[src/rtl/noc_net_iface_pkg.sv]
// noc_net_iface_pkg
//   Shared constants for the NoC network interface: CPU register offsets,
//   STATUS/CTRL bit positions, counter saturation values and a small helper
//   that clamps a count into the 4-bit STATUS.rx_count field.
package noc_net_iface_pkg;

  // CPU register offsets (4-bit address space)
  localparam logic [3:0] ADDR_TX_DATA = 4'h0;
  localparam logic [3:0] ADDR_DEST    = 4'h4;
  localparam logic [3:0] ADDR_CTRL    = 4'h6;
  localparam logic [3:0] ADDR_RX_DATA = 4'h8;
  localparam logic [3:0] ADDR_STATUS  = 4'hC;

  // STATUS field positions
  localparam int ST_RX_EMPTY  = 0;
  localparam int ST_TX_FULL   = 1;
  localparam int ST_TX_ERR    = 2;
  localparam int ST_RX_CNT_LSB = 4;
  localparam int ST_DROP_LSB  = 8;

  // CTRL field positions
  localparam int CTRL_IRQ_EN = 0;

  localparam logic [7:0] DROP_SAT   = 8'hFF;
  localparam logic [3:0] RX_CNT_SAT = 4'hF;

  function automatic logic [3:0] sat_nibble(input logic [31:0] v);
    return (v > 32'(RX_CNT_SAT)) ? RX_CNT_SAT : v[3:0];
  endfunction

endpackage

[src/rtl/noc_sync_fifo.sv]
// noc_sync_fifo
//   Single-clock FIFO with first-word-fall-through head output. A push into
//   a full FIFO is still accepted when a pop happens in the same cycle.
//   Pointers wrap naturally because DEPTH is a power of two.
// Ports:
//   clk, rst_n      clock, asynchronous active-low reset (FIFO empties)
//   push, wdata     write request and data
//   pop             read request (ignored when empty)
//   rdata           current head entry (undefined when empty)
//   full, empty     occupancy flags
//   count           number of stored entries (0..DEPTH)
module noc_sync_fifo #(
  parameter int WIDTH = 8,
  parameter int DEPTH = 4
) (
  input  logic                   clk,
  input  logic                   rst_n,
  input  logic                   push,
  input  logic                   pop,
  input  logic [WIDTH-1:0]       wdata,
  output logic [WIDTH-1:0]       rdata,
  output logic                   full,
  output logic                   empty,
  output logic [$clog2(DEPTH):0] count
);

  localparam int AW = $clog2(DEPTH);

  logic [WIDTH-1:0] mem_q [DEPTH];
  logic [AW-1:0]    wr_ptr_q;
  logic [AW-1:0]    rd_ptr_q;
  logic [AW:0]      count_q;
  logic             do_push;
  logic             do_pop;

  assign empty   = (count_q == '0);
  assign full    = (count_q == (AW+1)'(DEPTH));
  assign do_pop  = pop & ~empty;
  assign do_push = push & (~full | do_pop);
  assign rdata   = mem_q[rd_ptr_q];
  assign count   = count_q;

  always_ff @(posedge clk or negedge rst_n) begin
    if (!rst_n) begin
      wr_ptr_q <= '0;
      rd_ptr_q <= '0;
      count_q  <= '0;
    end else begin
      if (do_push) wr_ptr_q <= wr_ptr_q + 1'b1;
      if (do_pop)  rd_ptr_q <= rd_ptr_q + 1'b1;
      case ({do_push, do_pop})
        2'b10:   count_q <= count_q + 1'b1;
        2'b01:   count_q <= count_q - 1'b1;
        default: count_q <= count_q;
      endcase
    end
  end

  // Storage needs no reset: the pointers define what is valid.
  always_ff @(posedge clk) begin
    if (do_push) mem_q[wr_ptr_q] <= wdata;
  end

endmodule

[src/rtl/noc_net_iface.sv]
// noc_net_iface
//   CPU-facing network interface for one NoC tile. The CPU writes flits into
//   a TX FIFO that feeds a registered output stage toward the router; flits
//   arriving from the router are queued in an RX FIFO that the CPU pops by
//   reading RX_DATA.
// Optional feature macro: NOC_NET_IFACE_IRQ_EN
//   defined   -> CTRL.irq_en is implemented, irq = registered irq_en & ~rx_empty
//   undefined -> irq tied low, CTRL reads 0 and ignores writes
// Ports:
//   clk, rst_n     clock, asynchronous active-low reset
//   addr           CPU register offset
//   wdata, we      CPU write data / strobe
//   re             CPU read strobe (only side effect: RX_DATA pop)
//   rdata          combinational read data for addr
//   tx_flit        {valid, dest, payload} toward router
//   tx_ready       router accepts tx_flit this cycle
//   rx_flit        {valid, id, payload} from router
//   irq            packet-arrival interrupt
module noc_net_iface
  import noc_net_iface_pkg::*;
#(
  parameter int DATA_W   = 8,
  parameter int ID_W     = 4,
  parameter int TX_DEPTH = 4,
  parameter int RX_DEPTH = 4
) (
  input  logic                 clk,
  input  logic                 rst_n,
  input  logic [3:0]           addr,
  input  logic [31:0]          wdata,
  input  logic                 we,
  input  logic                 re,
  output logic [31:0]          rdata,
  output logic [ID_W+DATA_W:0] tx_flit,
  input  logic                 tx_ready,
  input  logic [ID_W+DATA_W:0] rx_flit,
  output logic                 irq
);

  localparam int PL_W  = ID_W + DATA_W;
  localparam int TX_CW = $clog2(TX_DEPTH) + 1;
  localparam int RX_CW = $clog2(RX_DEPTH) + 1;

  logic wr_tx, wr_dest, wr_status, rd_rx;

  assign wr_tx     = we & (addr == ADDR_TX_DATA);
  assign wr_dest   = we & (addr == ADDR_DEST);
  assign wr_status = we & (addr == ADDR_STATUS);
  assign rd_rx     = re & (addr == ADDR_RX_DATA);

  logic [ID_W-1:0] dest_q;
  logic            tx_err_q;
  logic [7:0]      drop_cnt_q;

  // ---------------- TX path ----------------
  logic [PL_W-1:0]  tx_head;
  logic             tx_fifo_full, tx_fifo_empty;
  logic [TX_CW-1:0] tx_fifo_cnt;
  logic [TX_CW-1:0] tx_total;
  logic             tx_valid_q;
  logic [PL_W-1:0]  tx_pl_q;
  logic             tx_drain, tx_load, tx_full, tx_push, tx_err_set;

  // The output register counts toward capacity, so TX_DEPTH flits total can
  // be pending (one presented to the router, the rest queued).
  assign tx_total   = tx_fifo_cnt + TX_CW'(tx_valid_q);
  assign tx_full    = (tx_total == TX_CW'(TX_DEPTH));
  assign tx_drain   = tx_valid_q & tx_ready;
  assign tx_load    = ~tx_fifo_empty & (~tx_valid_q | tx_ready);
  // A drain in the same cycle frees a slot, so a write to a full queue is kept.
  assign tx_push    = wr_tx & (~tx_full | tx_drain) & (~tx_fifo_full | tx_load);
  assign tx_err_set = wr_tx & ~tx_push;

  noc_sync_fifo #(.WIDTH(PL_W), .DEPTH(TX_DEPTH)) u_tx_fifo (
    .clk   (clk),
    .rst_n (rst_n),
    .push  (tx_push),
    .pop   (tx_load),
    .wdata ({dest_q, wdata[DATA_W-1:0]}),
    .rdata (tx_head),
    .full  (tx_fifo_full),
    .empty (tx_fifo_empty),
    .count (tx_fifo_cnt)
  );

  always_ff @(posedge clk or negedge rst_n) begin
    if (!rst_n) begin
      tx_valid_q <= 1'b0;
      tx_pl_q    <= '0;
    end else if (tx_load) begin
      tx_valid_q <= 1'b1;
      tx_pl_q    <= tx_head;
    end else if (tx_drain) begin
      tx_valid_q <= 1'b0;
      tx_pl_q    <= '0;
    end
  end

  assign tx_flit = {tx_valid_q, tx_pl_q};

  // ---------------- RX path ----------------
  logic [DATA_W-1:0] rx_head;
  logic              rx_full, rx_empty;
  logic [RX_CW-1:0]  rx_cnt;
  logic              rx_push, rx_drop;

  assign rx_push = rx_flit[PL_W];
  // A pop in the same cycle makes room, so only an unserviced full FIFO drops.
  assign rx_drop = rx_push & rx_full & ~rd_rx;

  noc_sync_fifo #(.WIDTH(DATA_W), .DEPTH(RX_DEPTH)) u_rx_fifo (
    .clk   (clk),
    .rst_n (rst_n),
    .push  (rx_push),
    .pop   (rd_rx),
    .wdata (rx_flit[DATA_W-1:0]),
    .rdata (rx_head),
    .full  (rx_full),
    .empty (rx_empty),
    .count (rx_cnt)
  );

  // ---------------- control registers ----------------
  always_ff @(posedge clk or negedge rst_n) begin
    if (!rst_n) begin
      dest_q     <= '0;
      tx_err_q   <= 1'b0;
      drop_cnt_q <= '0;
    end else begin
      if (wr_dest) dest_q <= wdata[ID_W-1:0];

      if (wr_status)       tx_err_q <= 1'b0;
      else if (tx_err_set) tx_err_q <= 1'b1;

      if (wr_status)                               drop_cnt_q <= '0;
      else if (rx_drop && drop_cnt_q != DROP_SAT)  drop_cnt_q <= drop_cnt_q + 8'd1;
    end
  end

`ifdef NOC_NET_IFACE_IRQ_EN
  logic wr_ctrl;
  logic irq_en_q;
  logic irq_q;

  assign wr_ctrl = we & (addr == ADDR_CTRL);

  always_ff @(posedge clk or negedge rst_n) begin
    if (!rst_n) begin
      irq_en_q <= 1'b0;
      irq_q    <= 1'b0;
    end else begin
      if (wr_ctrl) irq_en_q <= wdata[CTRL_IRQ_EN];
      irq_q <= irq_en_q & ~rx_empty;
    end
  end

  assign irq = irq_q;
`else
  assign irq = 1'b0;
`endif

  // ---------------- read mux ----------------
  always_comb begin
    rdata = '0;
    case (addr)
      ADDR_DEST:    rdata[ID_W-1:0] = dest_q;
      ADDR_RX_DATA: if (!rx_empty) rdata[DATA_W-1:0] = rx_head;
      ADDR_STATUS: begin
        rdata[ST_DROP_LSB +: 8]   = drop_cnt_q;
        rdata[ST_RX_CNT_LSB +: 4] = sat_nibble(32'(rx_cnt));
        rdata[ST_TX_ERR]          = tx_err_q;
        rdata[ST_TX_FULL]         = tx_full;
        rdata[ST_RX_EMPTY]        = rx_empty;
      end
`ifdef NOC_NET_IFACE_IRQ_EN
      ADDR_CTRL:    rdata[CTRL_IRQ_EN] = irq_en_q;
`else
      ADDR_CTRL:    rdata[CTRL_IRQ_EN] = 1'b0;
`endif
      default:      rdata = '0;
    endcase
  end

  // Upper write-data bits and the incoming source ID are not stored.
  logic unused_ok;
  assign unused_ok = ^{wdata, rx_flit};

endmodule
[config.mk]
export PLATFORM = sky130hd
export DESIGN_NAME = noc_net_iface
export DESIGN_NICKNAME = d
export VERILOG_FILES = /design/src/rtl/noc_net_iface_pkg.sv /design/src/rtl/noc_sync_fifo.sv /design/src/rtl/noc_net_iface.sv
export SDC_FILE = /design/constraint.sdc
export NUM_CORES = 1
export LEC_CHECK = 0
export ABC_AREA = 1
export BUFFER_PORTS_ARGS = -buffer_cell sky130_fd_sc_hd__clkbuf_2
export CAP_MARGIN = 10
export CORE_MARGIN = 3
export CORE_UTILIZATION = 45
export CTS_CLUSTER_SIZE = 28
export DETAILED_ROUTE_END_ITERATION = 8
export PLACE_DENSITY_LB_ADDON = 0.3
export SKIP_CTS_REPAIR_TIMING = 1
export SYNTH_ARGS = -nofsm -noshare
export SYNTH_HDL_FRONTEND = slang
export SYNTH_SLANG_ARGS = --single-unit
export TNS_END_PERCENT = 10
[constraint.sdc]
create_clock -name clk -period 2.15 [get_ports clk]
set_input_delay 0.5375 -clock clk [delete_from_list [all_inputs] [get_ports clk]]
set_output_delay 0.5375 -clock clk [all_outputs]
set_load 0.1 [all_outputs]
==> reports/qor.txt, run 1 <==
Status = finished with violations
Failing checks = setup timing
Hold Path Class = primary input to asynchronous set/reset pin
Power, Total = 9835 uW
Drt wl/cell = 14.67 um
# IOs = 100
Root buf cell = clkbuf_16
Worst-Margin Slew = 0.5498 ns
Endpoint class of the critical path = output port
Clock Path Buffers = 2
Die area = 13,570 um2
Setup CP Type = register to output port
Largest cells by area after synthesis = edfxtp_1 44%, dfrtp_1 18%, nand2_1 8.0%, nand3_1 7.8%, ha_1 3.0%
DRC Markers = 0
Num CTS Buffers = 17
Met3 GRT Util = 0.04508
Asr flop ratio synth = 0.3333
Met1 usage = 0.2346
First-pass iteration count of the detailed router = 5
Post-layout min period = 2.514 ns
Vias per cell = 5.027
Worst Path Max Fanout = 2
Most frequent CP cell = nor2_4
Fill count = 919
Primary FF master, synth = edfxtp_1
Setup ws final = -0.3638 ns
CP max stage delay = 0.39 ns
# port buffers = 54
Setup_tns = -1.137 ns
Grt peak-use layer = met2
GRT Resource Usage Total = 0.1825
Post-synth top area share = 0.4374
Max-Cap Viols = 0
Row count = 39
Clock latency on the worst-skew pair = 0.41 ns
#FFs+latches synth = 120
Required time worst endpoint = 1.61 ns
Post-route ant nets = 0
VDD IR-drop max = 0.6504 mV
Max Clk Rate = 397.8 MHz
Most frequent cell after synthesis = nand2_1
CP Buf/Inv Count = 2
Post-route insts no fill = 781
DPL Wire Length = 7746 um
Mapped cell area = 5493 um2
RePlAce Congestion = 0.7621
Final Max Tran Viols = 0
Setup crit start kind = register
Yosys top cell by area = edfxtp_1
GRT overflow = 0
Sequential fraction of the synthesis area = 0.6196
Static leakage = 0.003069 uW
Share of post-route cells with drive strength above 1 = 0.2821
Placement Setup Slack = -0.1926 ns
CTS Sinks = 120
TritonCTS clock tree = yes
Kind of cell adding the most delay to the critical path = adder cells
Sequence of cells on the critical path = ha_2 -> ha_4 -> nor2_4 -> buf_6 -> nand3_4 -> nor2_4 -> a21oi_2 -> nand2_2 -> buf_12
ANT cells = 0
DP Cell Count = 748
Top cells by count, synth = 117 x nand2_1, 86 x nand3_1, 80 x edfxtp_1
Reg clk slew, reported paths = 0.05 ns
YS warnings = 0
Core box area = 11,660 um2
Die W = 116.5 um
Clock skew = 0.006880 ns
Syn-to-layout area delta = 29.68%
Nets = 694
Relative slew margins = 0.6351
Met2 Usage GRT = 0.2979
Starting DRT DRC Count = 176
Cell area power density = 1381 nW/um2
Number of flops mapped to enable cells by yosys = 80
Largest net degree at the start of global routing = 41
H-tree depth = 4
Vias = 3,926
Synth unique cells = 31
RSZ-0062 raised after global routing = yes
Final hold vios = 0
Initial Utilization = 0.4710
Fin crit share = 1.169
Critical path arrival = 1.98 ns
Setup-violating endpoint count in the final report = 9
First-pass GRT wire length = 18,830 um
Vias in the first global route = 3,925
Gate count after technology mapping = 528
Routed wire length = 11,460 um
Critical-path top delay cell = dfrtp_1
Die H = 116.5 um
Syn_area_per_cell = 10.40 um2
Initial antenna violation count = 0
worst paths after layout:
check / startpoint / to / slack [ns] / cells past startpoint
setup / recovery: tx_valid_q$_DFFE_PN0P_ / rdata[1] / -0.36 / 9
hold / removal: rst_n / u_tx_fifo.rd_ptr_q[0]$_DFFE_PN0P_ / 0.20 / 2
setup reg to reg: tx_valid_q$_DFFE_PN0P_ / u_tx_fifo.count[2]$_DFFE_PN0P_ / -0.22 / 12
hold reg to reg: tx_pl_q[3]$_DFFE_PN0P_ / tx_pl_q[3]$_DFFE_PN0P_ / 0.49 / 2
max in group asynchronous: rst_n / u_rx_fifo.rd_ptr_q[0]$_DFFE_PN0N_ / 1.55 / 2
min in group clk: rx_flit[1] / u_rx_fifo.mem_q[1][1]$_DFFE_PP_ / 0.34 / 1
routing by layer:
layer / vias to the layer above / wire length (um)
met2: 107 / 5789
met1: 1876 / 4936
met4: 0 / 149
met5: - / 0
li1: 1931 / -
met3: 12 / 582
stage by stage:
step / utilization / hold WS [ns] / area (um2)
after CTS: 0.6015 / 0.2172 / 7015
after detailed placement: 0.5536 / 0.4869 / 6456
after floorplan: - / 0.2419 / 5654
after global routing: 0.6108 / 0.2473 / 7123
after global placement: 0.5536 / 0.4808 / 6456
final: 0.6108 / 0.2033 / 7123
worst reg2reg max path, cell delays in order, from the launching register on:
cell	delay, ns
dfrtp_1	0.39
ha_2	0.21
ha_4	0.24
nor2_4	0.10
buf_4	0.12
nand4_1	0.13
nand2_2	0.10
ha_1	0.14
inv_1	0.06
fa_1	0.37
a21oi_1	0.14
o21ai_0	0.11
xor2_1	0.15
cells by family (layout without fill, tap and decap cells):
| family | Yosys count | count (layout) | synth area share |
|---|---|---|---|
| AOI/OAI and AO/OA | 32 | 32 | 0.03280 |
| xor gates and xnor gates | 13 | 13 | 0.02073 |
| adders and majority gates | 15 | 15 | 0.03690 |
| buffers and inverters | 83 | 177 | 0.07471 |
| DFF | 120 | 120 | 0.6196 |
| other | 1 | 17 | 0.0006827 |
| and+or+nand+nor | 264 | 264 | 0.2146 |
final cells by class:
cell class,instances,area [um2],area share
clock buffers,22,454.2,0.06376
inverters,47,182.7,0.02565
repair buffers,98,877.1,0.1231
well taps,143,178.9,0.02512
flip-flops and latches,120,3407,0.4783
multi-input cells,341,1918,0.2693
clock inverters,10,105.1,0.01475
report_power, final:
part	internal [uW]	leakage [uW]	switching, uW
clock	1720	0.000273	960
combinational	1150	0.00158	2730
sequential	2950	0.00122	317
placed cells by master (no fill, tap or decap), types with 4 or more instances in the layout:
| cell | n |
|---|---|
| nand2_1 | 115 |
| nand3_2 | 5 |
| clkbuf_16 | 17 |
| edfxtp_1 | 80 |
| xor2_1 | 11 |
| a21oi_1 | 4 |
| buf_4 | 39 |
| clkbuf_2 | 38 |
| clkbuf_1 | 4 |
| nor2_1 | 30 |
| nor2_4 | 12 |
| inv_2 | 7 |
| buf_12 | 18 |
| ha_1 | 11 |
| conb_1 | 17 |
| dfrtp_1 | 37 |
| inv_1 | 38 |
| nand3_1 | 82 |
| o22ai_1 | 5 |
| clkinv_2 | 6 |
| nor2_2 | 8 |
| o21ai_0 | 14 |
| nand4_1 | 4 |
| nand2_2 | 4 |
registers in the layout, indices dropped and copies added, names as in the netlist:
register	flops
dest_q	4
drop_cnt_q	8
tx_err_q	1
tx_pl_q	12
tx_valid_q	1
u_rx_fifo.count	3
u_rx_fifo.mem_q	32
u_rx_fifo.rd_ptr_q	2
u_rx_fifo.wr_ptr_q	2
u_tx_fifo.count	3
u_tx_fifo.mem_q	48
u_tx_fifo.rd_ptr_q	2
u_tx_fifo.wr_ptr_q	2
No activity file was read; power rests on OpenSTA's default activity.
==> inputs of run 2 (changes only) <==
--- a/config.mk
+++ b/config.mk
@@ -12,6 +12,7 @@
 export CORE_UTILIZATION = 45
 export CTS_CLUSTER_SIZE = 28
 export DETAILED_ROUTE_END_ITERATION = 8
+export MAX_ROUTING_LAYER = met4
 export PLACE_DENSITY_LB_ADDON = 0.3
 export SKIP_CTS_REPAIR_TIMING = 1
 export SYNTH_ARGS = -nofsm -noshare
==> run 2 against run 1 <==
Against the previous run: the flow still finishes with violations (setup timing); final cell count did not move; setup slack about the same; critical path depth is the same; maximum frequency about the same; critical path type unchanged; utilization about the same; non-clock buffer count unchanged; sequential share of layout area hardly changed; via count rose by 0.28%; hold slack about the same; sequential power about the same; clock power hardly changed; first-iteration DRC count up 2.3%.
==> reports/qor.txt, run 2 (synthesis gave the netlist of run 1 again) <==
Num CTS Buffers = 17
Status = finished with violations
Comb power frac = 0.395
Clock share of power = 0.273
Relative slew margins = 0.6351
Max Clk Rate = 397.8 MHz
Final Max Tran Viols = 0
Top flop regs = u_tx_fifo.mem_q x48, u_rx_fifo.mem_q x32, tx_pl_q x12
Worst Path Max Fanout = 2
Setup_tns = -1.091 ns
GRT overflow = 0
H-tree depth = 4
Setup crit start kind = register
DRC Markers = 0
Power, Total = 9830 uW
RSZ-0062 raised after global routing = yes
Reg clk slew, reported paths = 0.06 ns
Post-layout min period = 2.514 ns
Cell area power density = 1380 nW/um2
Commonest non-fill, non-tap cells in the layout = 115 x nand2_1, 82 x nand3_1, 80 x edfxtp_1
DPL Wire Length = 7746 um
Clock latency on the worst-skew pair = 0.41 ns
Worst-Margin Slew = 0.5498 ns
ANT cells = 0
DR top layer = met4
Share of post-route cells with drive strength above 1 = 0.2806
Die W = 116.5 um
Nets = 694
Critical path arrival = 1.98 ns
Hold Path Class = primary input to asynchronous set/reset pin
CTS Sinks = 120
Vias in the first global route = 3,934
GRT Resource Usage Total = 0.1878
Sw Ratio = 0.4077
Max-Cap Viols = 0
Root buf cell = clkbuf_16
Setup CP Type = register to output port
Vias per cell = 5.041
Max FFs per register = 48
Final hold vios = 0
Sequential Power Share = 0.332
Required time worst endpoint = 1.61 ns
Clock Path Buffers = 2
First-pass GRT wire length = 18,820 um
R2R depth = 12
Post-route ant nets = 0
DR WL met3 = 574 um
Vias = 3,937
Wire length on met2 = 5769 um
Die area = 13,570 um2
TritonCTS clock tree = yes
Row count = 39
First-pass iteration count of the detailed router = 5
Largest net degree at the start of global routing = 41
Endpoint class of the critical path = output port
NetSw = 4008 uW
Initial Utilization = 0.4710
Failing checks = setup timing
Syn-to-layout area delta = 29.66%
VDD IR-drop max = 0.6521 mV
# IOs = 100
Biggest register = u_tx_fifo.mem_q
# port buffers = 54
Static leakage = 0.003070 uW
Routed wire length = 11,400 um
Starting DRT DRC Count = 180
Metal-1 WL = 4908 um
Most common cell after layout, fill and taps aside = nand2_1
Int Power = 5822 uW
Die H = 116.5 um
Clock skew = 0.008696 ns
Fin crit share = 1.169
RePlAce Congestion = 0.7722
Drt wl/cell = 14.60 um
Setup ws final = -0.3635 ns
Core box area = 11,660 um2
Initial antenna violation count = 0
Setup-violating endpoint count in the final report = 9
## run 2: critical path, stage by stage (launching register included)
cell and delay [ns]:
dfrtp_1 0.39, ha_2 0.21, ha_4 0.24, nor2_4 0.10, buf_6 0.11, nand3_4 0.08
nor2_4 0.12, a21oi_2 0.05, nand2_2 0.09, buf_12 0.17
## run 2: power groups by stage
stage	Clock [uW]	Combinational [uW]	Sequential, uW
3_5_place_dp	0	3670	3270
5_1_grt	2820	4270	3330
4_1_cts	2720	3690	3240
3_3_place_gp	0	3590	3250
6_report	2680	3890	3270
2_1_floorplan	0	2050	3980
## run 2: metrics by stage
step	std cells	cell area (um2)	worst slack [ns]	utilization	hold slack (ns)
after CTS	780	7015	-0.5311	0.6015	0.2172
final	781	7122	-0.3635	0.6107	0.2034
after detailed placement	748	6456	-0.1926	0.5536	0.4869
after global placement	748	6456	-0.1573	0.5536	0.4808
after global routing	781	7122	-0.4564	0.6107	0.2476
after floorplan	544	5654	-0.2113	-	0.2419
## run 2: worst paths after layout
check / startpoint / to / slack [ns]
min in group clk: rx_flit[5] / u_rx_fifo.mem_q[1][5]$_DFFE_PP_ / 0.35
setup / recovery: tx_valid_q$_DFFE_PN0P_ / rdata[1] / -0.36
max in group asynchronous: rst_n / u_rx_fifo.rd_ptr_q[0]$_DFFE_PN0N_ / 1.55
hold reg to reg: tx_pl_q[3]$_DFFE_PN0P_ / tx_pl_q[3]$_DFFE_PN0P_ / 0.49
setup reg to reg: tx_valid_q$_DFFE_PN0P_ / u_tx_fifo.count[2]$_DFFE_PN0P_ / -0.22
hold / removal: rst_n / u_tx_fifo.rd_ptr_q[0]$_DFFE_PN0P_ / 0.20
## run 2: area by class of cell
cell class / count / area [um2]
inverters: 47 / 182.7
clock inverters: 10 / 105.1
multi-input cells: 341 / 1918
flip-flops and latches: 120 / 3406
clock buffers: 22 / 454.2
well taps: 143 / 178.9
repair buffers: 98 / 877.1
fillers: 920 / 4541
## run 2: layer usage
| metal | track usage | vias to the layer above |
|---|---|---|
| met1 | 0.2360 | 1877 |
| li1 | - | 1935 |
| met4 | 0.06651 | 0 |
| met2 | 0.2979 | 109 |
| met5 | - | - |
| met3 | 0.04611 | 16 |
==> inputs of run 3 (changes only) <==
--- a/config.mk
+++ b/config.mk
@@ -8,7 +8,7 @@
 export ABC_AREA = 1
 export BUFFER_PORTS_ARGS = -buffer_cell sky130_fd_sc_hd__clkbuf_2
 export CAP_MARGIN = 10
-export CORE_MARGIN = 3
+export CORE_MARGIN = 2
 export CORE_UTILIZATION = 45
 export CTS_CLUSTER_SIZE = 28
 export DETAILED_ROUTE_END_ITERATION = 8
==> constraint.sdc (replaced) <==
create_clock -name clk -period 2.96 [get_ports clk]
set_input_delay 0.74 -clock clk [delete_from_list [all_inputs] [get_ports clk]]
set_output_delay 0.74 -clock clk [all_outputs]
set_load 0.1 [all_outputs]
==> run 3 against run 2 <==
Against the previous run: the run now ends clean; final area down 6.6%; hold slack better by 0.20 ns; critical path type unchanged; via count down 3.5%; combinational power down 36%; largest power group unchanged; critical endpoint unchanged; final cell count down 3.3%; first-iteration DRC count up 4.4%.
==> reports/qor.txt, run 3 (synthesis gave the netlist of run 1 again) <==
Worst-Margin Slew = 0.5472 ns
Initial Utilization = 0.4592
Commonest non-fill, non-tap cells in the layout = 117 x nand2_1, 86 x nand3_1, 80 x edfxtp_1
Share of post-route cells with drive strength above 1 = 0.1974
Biggest register = u_tx_fifo.mem_q
Setup-violating endpoint count in the final report = 0
Post-route insts no fill = 755
Setup CP Type = register to output port
Clock Path Buffers = 2
Cell area power density = 1003 nW/um2
Top flop regs = u_tx_fifo.mem_q x48, u_rx_fifo.mem_q x32, tx_pl_q x12
Most common cell after layout, fill and taps aside = nand2_1
Routed wire length = 10,850 um
Clock skew = 0.007170 ns
Setup ws final = 0.1276 ns
Hold slack = 0.4004 ns
RePlAce Congestion = 0.8182
Final Max Tran Viols = 0
Vias per cell = 5.033
Placed inst area = 6130 um2
Placement Setup Slack = 0.2818 ns
Die area = 13,110 um2
Post-route ant nets = 0
Drt wl/cell = 14.37 um
# IOs = 100
Num CTS Buffers = 17
VDD IR-drop max = 0.4931 mV
Setup crit start kind = register
Reg clk slew, reported paths = 0.05 ns
GRT Resource Usage Total = 0.1848
Relative slew margins = 0.6368
TritonCTS clock tree = yes
Core box area = 11,960 um2
Nets = 665
Die W = 114.5 um
Max Clk Rate = 353.1 MHz
Initial antenna violation count = 0
H-tree depth = 4
Largest net degree at the start of global routing = 41
Final core occ = 0.5562
RSZ-0062 raised after global routing = yes
# port buffers = 54
CTS Sinks = 120
Vias in the first global route = 3,773
GRT overflow = 0
Final hold vios = 0
First-pass GRT wire length = 17,930 um
Row count = 40
Status = complete, no violations
DP Cell Count = 724
Fin crit share = 0.9569
DPL Wire Length = 7180 um
Hold Path Class = primary input to asynchronous set/reset pin
Worst Path Max Fanout = 4
Post-layout min period = 2.832 ns
Max FFs per register = 48
Starting DRT DRC Count = 188
Max-Cap Viols = 0
Vias = 3,800
DRC Markers = 0
Required time worst endpoint = 2.22 ns
Static leakage = 0.002875 uW
Endpoint class of the critical path = output port
Root buf cell = clkbuf_16
ANT cells = 0
Die H = 114.5 um
First-pass iteration count of the detailed router = 6
Syn-to-layout area delta = 21.12%
Clock latency on the worst-skew pair = 0.40 ns
Final instance area = 6653 um2
Critical path arrival = 2.09 ns
==> run 3: worst paths after layout <==
| check | from | slack (ns) | cells after the start | endpoint |
|---|---|---|---|---|
| max | u_tx_fifo.count[0]$_DFFE_PN0P_ | 0.13 | 8 | rdata[1] |
| min | rst_n | 0.40 | 2 | tx_pl_q[4]$_DFFE_PN0P_ |
| max reg2reg | u_tx_fifo.count[0]$_DFFE_PN0P_ | 0.32 | 11 | u_tx_fifo.count[2]$_DFFE_PN0P_ |
| min reg2reg | tx_pl_q[1]$_DFFE_PN0P_ | 0.49 | 2 | tx_pl_q[1]$_DFFE_PN0P_ |
| max in group asynchronous | rst_n | 2.15 | 2 | u_rx_fifo.rd_ptr_q[0]$_DFFE_PN0N_ |
| min in group clk | tx_pl_q[1]$_DFFE_PN0P_ | 0.49 | 2 | tx_pl_q[1]$_DFFE_PN0P_ |
==> run 3: where the power goes <==
| part | internal, uW | switching [uW] | total [uW] |
|---|---|---|---|
| Clock | 1120 | 674 | 1800 |
| Combinational | 632 | 1860 | 2490 |
| Sequential | 2140 | 241 | 2380 |
==> run 3: final cells by class <==
type / count / area [um2]
inverters: 47 / 176.4
well taps: 147 / 183.9
multi-input cells: 341 / 1745
repair buffers: 69 / 623.1
flip-flops and latches: 120 / 3405
clock inverters: 12 / 86.33
clock buffers: 19 / 432.9
fillers: 982 / 5309
==> run 3: worst max-delay path: stages, from the launching register on <==
cell and delay [ns]:
dfrtp_1 0.42, ha_1 0.23, ha_1 0.28, nor2_2 0.13, nand3_1 0.12, nor2_1 0.11, a21oi_1 0.08, nand2_1 0.13
buf_12 0.18
==> run 3: stage by stage <==
step                setup TNS (ns)  power [uW]
floorplan                   -2.724        4351
global placement                 0        4804
detailed placement               0        4886
CTS                              0        6702
global route              -0.03806        7082
finish                           0        6675
==> run 3: metal layers <==
metal	GRT usage	share of wire
met1	0.2278	0.44
met3	0.04606	0.053
met4	0.07561	0.016
met5	-	0
met2	0.2927	0.50
